## src/rtl/input_pkg.sv

```systemverilog
// Shared constants and button indices for the button conditioner.
// Defaults: 10 ms debounce, 300 ms repeat delay and 100 ms repeat period, all at 148.5 MHz.
package input_pkg;

  localparam int CLK_FREQ_HZ         = 148500000;
  localparam int DEBOUNCE_CYCLES_DEF = CLK_FREQ_HZ / 100;
  localparam int REPEAT_DELAY_DEF    = (CLK_FREQ_HZ / 10) * 3;
  localparam int REPEAT_PERIOD_DEF   = CLK_FREQ_HZ / 10;

  typedef enum int unsigned {
    LEFT,
    RIGHT,
    DOWN,
    ROT_CW,
    ROT_CCW,
    DROP,
    PAUSE
  } button_e;

  function automatic int max_int(input int a, input int b);
    return (a > b) ? a : b;
  endfunction

endpackage

```

## src/rtl/button_channel.sv

```systemverilog
// One button: 2-flop synchroniser, debounce window, edge pulses and optional auto-repeat.
// A held change reaches level on edge DEBOUNCE_CYCLES+3; BUTTON_CONDITIONER_AUTO_REPEAT_EN enables repeat.
module button_channel
  import input_pkg::*;
#(
  parameter int DEBOUNCE_CYCLES = DEBOUNCE_CYCLES_DEF,
  parameter int REPEAT_DELAY    = REPEAT_DELAY_DEF,
  parameter int REPEAT_PERIOD   = REPEAT_PERIOD_DEF
) (
  input  logic clk_in,
  input  logic reset_in,
  input  logic noisy,
  output logic level,
  output logic rise,
  output logic fall,
  output logic rpt
);

  if (DEBOUNCE_CYCLES < 1 || REPEAT_DELAY < 1 || REPEAT_PERIOD < 1) begin : g_bad_cfg
    $error("button_channel: timing parameters must be at least 1");
  end

  localparam int CW = $clog2(DEBOUNCE_CYCLES + 1);
  localparam logic [CW-1:0] CNT_LAST = CW'(DEBOUNCE_CYCLES - 1);

  logic [1:0]    sync;
  logic          cand;
  logic [CW-1:0] cnt;
  logic          settled;
  logic          level_next;

  assign settled    = (sync[1] == cand) && (cnt == CNT_LAST);
  assign level_next = settled ? cand : level;

  always_ff @(posedge clk_in or posedge reset_in) begin
    if (reset_in) begin
      sync  <= '0;
      cand  <= 1'b0;
      cnt   <= '0;
      level <= 1'b0;
      rise  <= 1'b0;
      fall  <= 1'b0;
    end else begin
      sync <= {sync[0], noisy};
      if (sync[1] != cand) begin
        cand <= sync[1];
        cnt  <= '0;
      end else if (!settled) begin
        cnt <= cnt + CW'(1);
      end
      level <= level_next;
      rise  <= level_next & ~level;
      fall  <= ~level_next & level;
    end
  end

`ifdef BUTTON_CONDITIONER_AUTO_REPEAT_EN
  localparam int RW = $clog2(max_int(REPEAT_DELAY, REPEAT_PERIOD) + 1);
  localparam logic [RW-1:0] DELAY_LAST  = RW'(REPEAT_DELAY - 1);
  localparam logic [RW-1:0] PERIOD_LAST = RW'(REPEAT_PERIOD - 1);

  logic [RW-1:0] rcnt;
  logic          periodic;
  logic          held;
  logic          due;

  // Counting only while held on both sides of the edge keeps the press and release cycles at zero.
  assign held = level & level_next;
  assign due  = (rcnt == (periodic ? PERIOD_LAST : DELAY_LAST));

  always_ff @(posedge clk_in or posedge reset_in) begin
    if (reset_in) begin
      rcnt     <= '0;
      periodic <= 1'b0;
      rpt      <= 1'b0;
    end else if (held) begin
      if (due) begin
        rcnt     <= '0;
        periodic <= 1'b1;
      end else begin
        rcnt <= rcnt + RW'(1);
      end
      rpt <= due;
    end else begin
      rcnt     <= '0;
      periodic <= 1'b0;
      rpt      <= 1'b0;
    end
  end
`else
  assign rpt = 1'b0;
`endif

endmodule

```

## src/rtl/button_conditioner.sv

```systemverilog
// Array of independent debounced buttons with press/release/repeat pulses.
// Repeat pulses exist only when BUTTON_CONDITIONER_AUTO_REPEAT_EN is defined; otherwise repeat_out is 0.
module button_conditioner
  import input_pkg::*;
#(
  parameter int NUM_CH          = 7,
  parameter int DEBOUNCE_CYCLES = DEBOUNCE_CYCLES_DEF,
  parameter int REPEAT_DELAY    = REPEAT_DELAY_DEF,
  parameter int REPEAT_PERIOD   = REPEAT_PERIOD_DEF
) (
  input  logic              clk_in,
  input  logic              reset_in,
  input  logic [NUM_CH-1:0] noisy_in,
  output logic [NUM_CH-1:0] clean_out,
  output logic [NUM_CH-1:0] press_out,
  output logic [NUM_CH-1:0] release_out,
  output logic [NUM_CH-1:0] repeat_out
);

  for (genvar i = 0; i < NUM_CH; i++) begin : g_ch
    button_channel #(
      .DEBOUNCE_CYCLES (DEBOUNCE_CYCLES),
      .REPEAT_DELAY    (REPEAT_DELAY),
      .REPEAT_PERIOD   (REPEAT_PERIOD)
    ) u_ch (
      .clk_in   (clk_in),
      .reset_in (reset_in),
      .noisy    (noisy_in[i]),
      .level    (clean_out[i]),
      .rise     (press_out[i]),
      .fall     (release_out[i]),
      .rpt      (repeat_out[i])
    );
  end

endmodule

```

## config.mk

```make
export PLATFORM = sky130hd
export DESIGN_NAME = button_conditioner
export DESIGN_NICKNAME = d
export VERILOG_FILES = /design/src/rtl/input_pkg.sv /design/src/rtl/button_channel.sv /design/src/rtl/button_conditioner.sv
export SDC_FILE = /design/constraint.sdc
export NUM_CORES = 1
export LEC_CHECK = 0
export ABC_AREA = 1
export CORE_MARGIN = 2
export CORE_UTILIZATION = 45
export DETAILED_ROUTE_END_ITERATION = 10
export GPL_TIMING_DRIVEN = 0
export PLACE_DENSITY = 0.73
export SLEW_MARGIN = 0
export SYNTH_ARGS = -nofsm -noshare
export SYNTH_HDL_FRONTEND = slang
export SYNTH_SLANG_ARGS = --single-unit
```

## constraint.sdc

```tcl
create_clock -name clk_in -period 11.65 [get_ports clk_in]
set_input_delay 2.33 -clock clk_in [delete_from_list [all_inputs] [get_ports clk_in]]
set_output_delay 2.33 -clock clk_in [all_outputs]
set_load 0.05 [all_outputs]
```

=== Word-level counts from Yosys, hierarchy flattened ===
Index checks and enable logic that the tools add are counted.

* Add/subtract/negate cells: 7
* Multiplexer cells: 21
* Bitwise operators: 28
* Reductions and logical operators: 7
* Eq/ne operators: 28

{| class="wikitable"
|+ Operators by type and width
! operator !! number
|-
| $mux 21 || 14
|-
| $add 21x1->21 const B || 7
|-
| $eq 21x21->1 const B || 7
|-
| $and 1x1->1 || 14
|-
| $ne 2x2->1 const B || 7
|-
| $not 1->1 || 14
|-
| $eq 1x1->1 || 7
|-
| $logic_and 1x1->1 || 7
|-
| $mux 1 || 7
|-
| $ne 1x1->1 || 7
|}

* Bits of input ports: 9
* Register bits: 189
* Word-level logic and storage cells: 133
* Output and inout port bits: 28

=== Depth between registers and ports, before layout ===
Gate-level depths: netlist (run 1).

* Word-level depth: 5
* Mapped depth: 9
* Mapped depth without buffers: 9

=== Hierarchy ===
From an unflattened synthesis (run 1), not the netlist that was laid out.

* Cells, all modules: 1526
* Area, all modules: 11210.8 um2

{| class="wikitable"
|+ By module, submodules not included
! module !! instances !! cells an instance !! seq. area each (um2) !! area an instance (um2)
|-
| button_channel || 7 || 218 || 675.6 || 1601.5
|}

=== Worst setup path after synthesis (run 1) ===
OpenSTA, ideal clock, no wires.

* Kind: register -> output
* From: register g_ch[2].u_ch.level
* To: output clean_out[2]
* Slack: 8752 ps
* Stages on the path, launching flop included: 2
* Data required time: 9320 ps
* Buffers on the path: 1
* Arrival time: 568 ps
* Cells stage by stage: dfrtp_1 buf_4

{| class="wikitable"
|+ RTL lines
! what !! line !! RTL
|-
| start, declared || button_channel.sv:13 || <nowiki>output logic level,</nowiki>
|-
| start signal, assigned || button_channel.sv:51 || <nowiki>level <= level_next;</nowiki>
|-
| end, declared || button_conditioner.sv:14 || <nowiki>output logic [NUM_CH-1:0] clean_out,</nowiki>
|}

No word-level cell between the ends.

=== Worst setup path after layout (run 1) ===
* From: register g_ch[0].u_ch.level
* To: output clean_out[0]

{| class="wikitable"
|+ RTL lines
! what !! line
|-
| start, declared || button_channel.sv:13
|-
| start signal, assigned || button_channel.sv:51
|}

No word-level cell between the ends.

==> flow_summary_export.csv, run 1 <==
group,metric,value,unit
run_status,outcome,"complete, no violations",
floorplanning,io_pins,37,
power,p_switching,0.306,mW
yosys,synth-compound-area-share,4.83,%
power,seq_power_share,52.8,%
yosys,synth_edf_count,0,
sta,min_period_over_period,35.3,%
yosys,synth_cell_types,38,
sta,worstMarginPinSlew,0.647,ns
worst_setup_path,cp_slowest_stage_delay,0.79,ns
drt,wl_per_cell,11.7,µm
sta,post-route-min-period,4.11,ns
clock_tree,insertion_delay,0.43,ns
clock_tree,cts_repair_resize_count,0,
sta,hold_viol,0,
power,swShare,23.9,%
finish,final_layout_size_suffix_gt1_share,7.30,%
finish,fillCellCount,2297,
floorplanning,start_util,46.0,%
clock_tree,numCtsBuffers,17,
yosys,synth-seq-cells,189,
global_route,grt_pass1_vias,9069,
yosys,yosys.area_share.simple,39.5,%
sta,clock_skew,0.0102,ns
yosys,synth_top_family_by_area,"simple AND/OR/NAND/NOR gates",
worst_setup_path,setup.worst_path.start_class,"register",
floorplanning,die_h,159,µm
place,dp_cells,1907,
flow_run,maxCapViolCount,0,
clock_tree,cts_hold_buf,0,
global_route,grt_max_degree,126,
sta,slew_viol_final,0,
worst_setup_path,cp.arrival,1.78,ns
yosys,syn_area_per_cell,6.98,µm²
worst_setup_path,crit_slowest_cell,"clkdlybuf4s50_1",
sta,rsz0062_at_grt,"false",
power,clkPwrFrac,41.7,%
place,port_buffers,29,
drt,routed_wirelength,22.6,mm
clock_tree,htreeDepth,4,
sta,clock.fmax,243,MHz
yosys,yosys_warnings,0,
power,power.internal,0.977,mW
worst_setup_path,worstPathRequired,9.32,ns
hold_path,min_path_type,"reg2reg",
drt,drtPass1Iterations,5,
yosys,ys_seq_area_share,43.7,%
yosys,async_flop_share,100,%
drt,drt_iter0_drc,581,
finish,post-route-cell-area,12100,µm²
yosys,ys.flop_type,"dfrtp_1",
finish,instances_no_fill,1936,
worst_setup_path,crit_type,"reg2out",
power,p_comb_share,5.4,%
yosys,synth_mux_area_share,0,%
power,power,1.28,mW
yosys,syn_inst,1552,
floorplanning,die_w,159,µm
place,postPlaceCellArea,11600,µm²
floorplanning,core_area,23500,µm²
yosys,synthAdderAreaFrac,0.809,%
sta,final.setup.tns,0,ns
power,cellPowerDensity,106,nW/µm²
global_route,grt_overflow,0,
global_route,grt_pass1_wl,40.4,mm
worst_setup_path,worstPathMaxFanout,4,
drt,drt-vias-per-instance,4.93,
sta,setup_viol,0,
worst_setup_path,cp-end-kind,"primary output",
sta,slew_headroom,56.9,%
finish,num_antenna_cells,0,
global_route,antenna_found_initial,0,
yosys,netlist_area,10800,µm²
drt,ant_nets,0,
clock_tree,clkSinkCount,189,
place,routabilityCongestion,0.911,
finish,syn2layout_area_growth,11.8,%
power,p_leak,5.41,nW
worst_setup_path,worstPathCellList,"buf_4 > clkdlybuf4s50_1",
clock_tree,postCtsSetupBuffers,0,
place,dp_hpwl,16.6,mm
drt,vias,9553,
drt,drc,0,
yosys,synth_xor_area_share,2.09,%
global_route,grtUsageTotal,18.7,%
clock_tree,root_buffer,"clkbuf_16",
clock_tree,cts_tree,"yes",
clock_tree,cts.clk_slew.worst_paths,0.07,ns
clock_tree,cts_buffer_depth,2,
floorplanning,row_count,56,
finish,final_core_util,51.4,%
floorplanning,fp.dieArea,25300,µm²
power,vdd_ir_drop_max,0.0908,mV
finish,finalNetCount,1623,
-- layout by cell type, fill, tap and decap left out, types with 11 or more instances in the layout --
master | Yosys | routed
a21oi_1 | 50 | 50
buf_4 | 30 | 30
clkbuf_1 | 10 | 11
clkbuf_16 | 0 | 17
clkdlybuf4s50_1 | 0 | 29
dfrtp_1 | 189 | 189
inv_1 | 171 | 170
nand2_1 | 429 | 429
nand3_1 | 103 | 103
nand4_1 | 40 | 40
nor2_1 | 344 | 344
nor2_2 | 15 | 15
nor3_1 | 34 | 34
o21ai_0 | 33 | 33
xor2_1 | 20 | 20
-- logic make-up after synthesis --
logic type	after synthesis
AND/OR/NAND/NOR	1005
buffers and inverters	226
flip-flops	189
AO/OA/AOI/OAI	99
XOR/XNOR	25
adder cells (fa/ha/maj)	7
other	1
-- final cells by class --
class	instances	area, µm²	share of cell area (%)
plain buffers	48	312	2.57
clock buffers	18	429	3.54
clock inverters	11	100	0.827
inverters	178	676	5.58
multi-input cells	1143	5140	42.5
flip-flops and latches	189	4730	39.1
well taps	319	399	3.30
repair buffers	30	318	2.62
-- routing by layer --
layer  wire length [µm]  GRT usage, %
met5                  0             0
met4                236          4.26
met3                940          3.52
met2              10600          31.1
met1              10800          25.4
-- power by group through the flow --
stage	registers, mW	logic, mW	clock network, mW
after floorplan	0.687	0.0518	0
after global placement	0.690	0.0686	0
after detailed placement	0.690	0.0721	0
after CTS	0.677	0.0718	0.552
after global routing	0.679	0.0806	0.581
final	0.678	0.0698	0.536
-- sequential cells by signal (all words and copies together), names as in the netlist --
signal	count
g_ch.u_ch.cand	7
g_ch.u_ch.cnt	147
g_ch.u_ch.fall	7
g_ch.u_ch.level	7
g_ch.u_ch.rise	7
g_ch.u_ch.sync	14
-- worst paths after layout --
check,to,slack [ns],startpoint,cells after the start
worst max-delay path,clean_out[0],7.54,g_ch[0].u_ch.level,2
min in group asynchronous,g_ch[5].u_ch.sync[1],2.34,reset_in,2
worst max register to register,g_ch[3].u_ch.cnt[16],9.98,g_ch[3].u_ch.cnt[0],7
max in group asynchronous,g_ch[4].u_ch.fall,8.34,reset_in,3
worst min register to register,g_ch[3].u_ch.sync[1],0.35,g_ch[3].u_ch.sync[0],0
worst min-delay path,g_ch[3].u_ch.sync[1],0.35,g_ch[3].u_ch.sync[0],0
-- worst max-delay path: cells and delay by family (launching register included) --
family / cells / cell delay [ns]
DFF: 1 / 0.43
buffers and inverters: 2 / 0.93
-- stage by stage --
step                hold WS [ns]  setup slack, ns
CTS                        0.352             7.52
global route               0.363             7.45
floorplan                  0.331             4.18
detailed placement         0.335             7.83
global placement           0.334             1.62
finish                     0.350             7.54
-- Yosys cell counts, drive strengths merged, types with 6 or more instances --
cell type,instances,area share [%]
dfrtp,189,44
xor2,21,1.8
buf,37,2.4
nand4,40,2.3
nand2,440,16
a21oi,50,2.3
nor3,35,1.7
nor3b,6,0.51
nand3,104,4.9
inv,178,6.2
o21ai,37,1.7
clkbuf,11,0.47
nor2,369,14
ha,7,0.81
Note: power is estimated with default switching activity, not from simulation.
==> inputs of run 2 (changes only) <==
Clock period 11.65 ns to 4 ns, I/O delays scaled along.
==> flow_summary_export.csv, run 2 (synthesis results as in run 1) <==
group,metric,value,unit
drt,vias,9610,
finish,largest_reg_flops,147,
drt,routed_wirelength,23.0,mm
finish,final_layout_size_suffix_gt1_share,7.70,%
clock_tree,cts.clk_slew.worst_paths,0.07,ns
finish,final_core_util,52.3,%
finish,final_common_cell,"nand2_1",
clock_tree,root_buffer,"clkbuf_16",
clock_tree,cts_buffer_depth,2,
clock_tree,cts_repair_resize_count,0,
flow_run,maxCapViolCount,0,
drt,drt-vias-per-instance,4.95,
sta,setup_viol,0,
sta,rsz0062_at_grt,"false",
clock_tree,numCtsBuffers,17,
place,dp_hpwl,17.1,mm
global_route,grt_max_degree,40,
clock_tree,postCtsSetupBuffers,0,
drt,wl_per_cell,11.8,µm
global_route,grtUsageTotal,18.6,%
sta,slew_headroom,61.8,%
finish,fillCellCount,2243,
sta,clock.fmax,386,MHz
sta,slew_viol_final,0,
floorplanning,fp.dieArea,25300,µm²
worst_setup_path,crit_slowest_cell,"clkdlybuf4s50_1",
sta,post-route-min-period,2.59,ns
floorplanning,row_count,56,
sta,hold_viol,0,
power,power,4.10,mW
sta,worstMarginPinSlew,0.571,ns
clock_tree,insertion_delay,0.43,ns
worst_setup_path,worstPathCellList,"buf_4 > clkdlybuf4s50_1",
worst_setup_path,crit_family,"buffers and inverters",
drt,ant_nets,0,
worst_setup_path,worstPathBufferInverterCount,2,
power,cellPowerDensity,333,nW/µm²
worst_setup_path,crit_type,"reg2out",
sta,min_period_over_period,64.8,%
power,p_leak,5.52,nW
worst_setup_path,cp.arrival,1.79,ns
global_route,antenna_found_initial,0,
global_route,grt_overflow,0,
sta,clock_skew,0.0112,ns
clock_tree,cts_tree,"yes",
clock_tree,cts_hold_buf,0,
floorplanning,die_h,159,µm
floorplanning,core_area,23500,µm²
finish,layout_common_cells,"nand2_1, nor2_1, dfrtp_1",
finish,syn2layout_area_growth,13.7,%
floorplanning,io_pins,37,
floorplanning,die_w,159,µm
run_status,outcome,"complete, no violations",
clock_tree,htreeDepth,4,
power,p_switching,0.917,mW
power,clkPwrFrac,46.7,%
worst_setup_path,cp_slowest_stage_delay,0.79,ns
drt,drtPass1Iterations,5,
place,routabilityCongestion,0.865,
worst_setup_path,cp-end-kind,"primary output",
worst_setup_path,setup.worst_path.start_class,"register",
power,p_comb_share,5.2,%
drt,drc,0,
power,swShare,22.4,%
finish,top_regs,"g_ch.u_ch.cnt x147, g_ch.u_ch.sync x14",
global_route,grt_pass1_vias,8954,
power,vdd_ir_drop_max,0.268,mV
worst_setup_path,worstPathMaxFanout,4,
floorplanning,start_util,46.0,%
finish,num_antenna_cells,0,
finish,finalNetCount,1627,
power,power.internal,3.18,mW
global_route,grt_pass1_wl,40.1,mm
drt,drt_iter0_drc,502,
place,port_buffers,29,
power,seq_power_share,48.1,%
finish,regMostFlops,"g_ch.u_ch.cnt",
hold_path,min_path_type,"reg2reg",
worst_setup_path,worstPathRequired,3.20,ns
clock_tree,clkSinkCount,189,
[run 2: cell types whose count changed in the layout (fill, tap and decap cells not counted), sizes merged]
cell and delta:
clkinvlp -3, inv +2, clkinv -1, bufinv +5
buf +4
[run 2: final timing paths]
check                      slack [ns]                 start  cells past startpoint                    to
setup / recovery                 1.41    g_ch[5].u_ch.level                      2          clean_out[5]
hold / removal                   0.35  g_ch[1].u_ch.sync[0]                      0  g_ch[1].u_ch.sync[1]
setup reg to reg                 2.31   g_ch[1].u_ch.cnt[0]                      8  g_ch[1].u_ch.cnt[18]
hold reg to reg                  0.35  g_ch[1].u_ch.sync[0]                      0  g_ch[1].u_ch.sync[1]
max in group asynchronous        1.96              reset_in                      6    g_ch[1].u_ch.level
min in group asynchronous        0.77              reset_in                      2  g_ch[5].u_ch.cnt[18]
[run 2: per-stage QoR]
stage	hold slack (ns)	TNS, ns	setup slack, ns	cell area (µm²)	instances
floorplan	0.331	0	0.766	10900	1558
global placement	0.333	-154.40	-0.836	11500	1906
detailed placement	0.335	0	1.39	11600	1911
CTS	0.351	0	1.40	12300	1943
global route	0.360	0	1.37	12300	1943
finish	0.349	0	1.41	12300	1943
[run 2: power groups by stage]
stage / Sequential, mW / Clock (mW) / Combinational, mW
6_report: 1.97 / 1.92 / 0.211
5_1_grt: 1.98 / 2.05 / 0.242
4_1_cts: 1.97 / 1.97 / 0.217
3_5_place_dp: 2.01 / 0 / 0.217
3_3_place_gp: 2.01 / 0 / 0.199
2_1_floorplan: 2.00 / 0 / 0.151
[run 2: cell type report]
| class | count | area (µm²) | share of cell area, % |
|---|---|---|---|
| buffer | 48 | 312 | 2.53 |
| clock buffer | 18 | 429 | 3.49 |
| clock inverter | 14 | 238 | 1.93 |
| inverter | 178 | 672 | 5.46 |
| multi-input combinational | 1143 | 5140 | 41.8 |
| sequential | 189 | 4730 | 38.4 |
| tap | 319 | 399 | 3.24 |
| timing repair buffer | 34 | 390 | 3.17 |
[run 2: worst register-to-register path: stages, from the launching register on]
cell     delay (ns)
dfrtp_1        0.45
ha_1           0.30
inv_1          0.08
nor2_1         0.20
nand3_1        0.23
nor2_1         0.18
nand2_1        0.06
nand2_1        0.05
nor2_1         0.04
[run 2: per-layer routing]
layer,GRT usage [%],part of all wire (%),vias to the layer above
li1,-,-,4953
met1,24.7,48,4440
met2,31.4,47,194
met3,3.46,4.1,23
met4,5.08,1.0,0
met5,0,0,-
==> inputs of run 3 (changes only) <==
Clock period 4 ns to 2.4 ns, I/O delays scaled along.
==> results of run 3 <==
Same layout as run 2 (identical final DEF). Status: complete, no violations.
Among the figures that moved: setup slack after placement 1.39 ns -> 0.110 ns; setup slack after layout 1.41 ns -> 0.127 ns; register-to-register setup slack 2.31 ns -> 0.71 ns; total power 4.10 mW -> 6.83 mW; worst IR drop on VDD 0.268 mV -> 0.447 mV
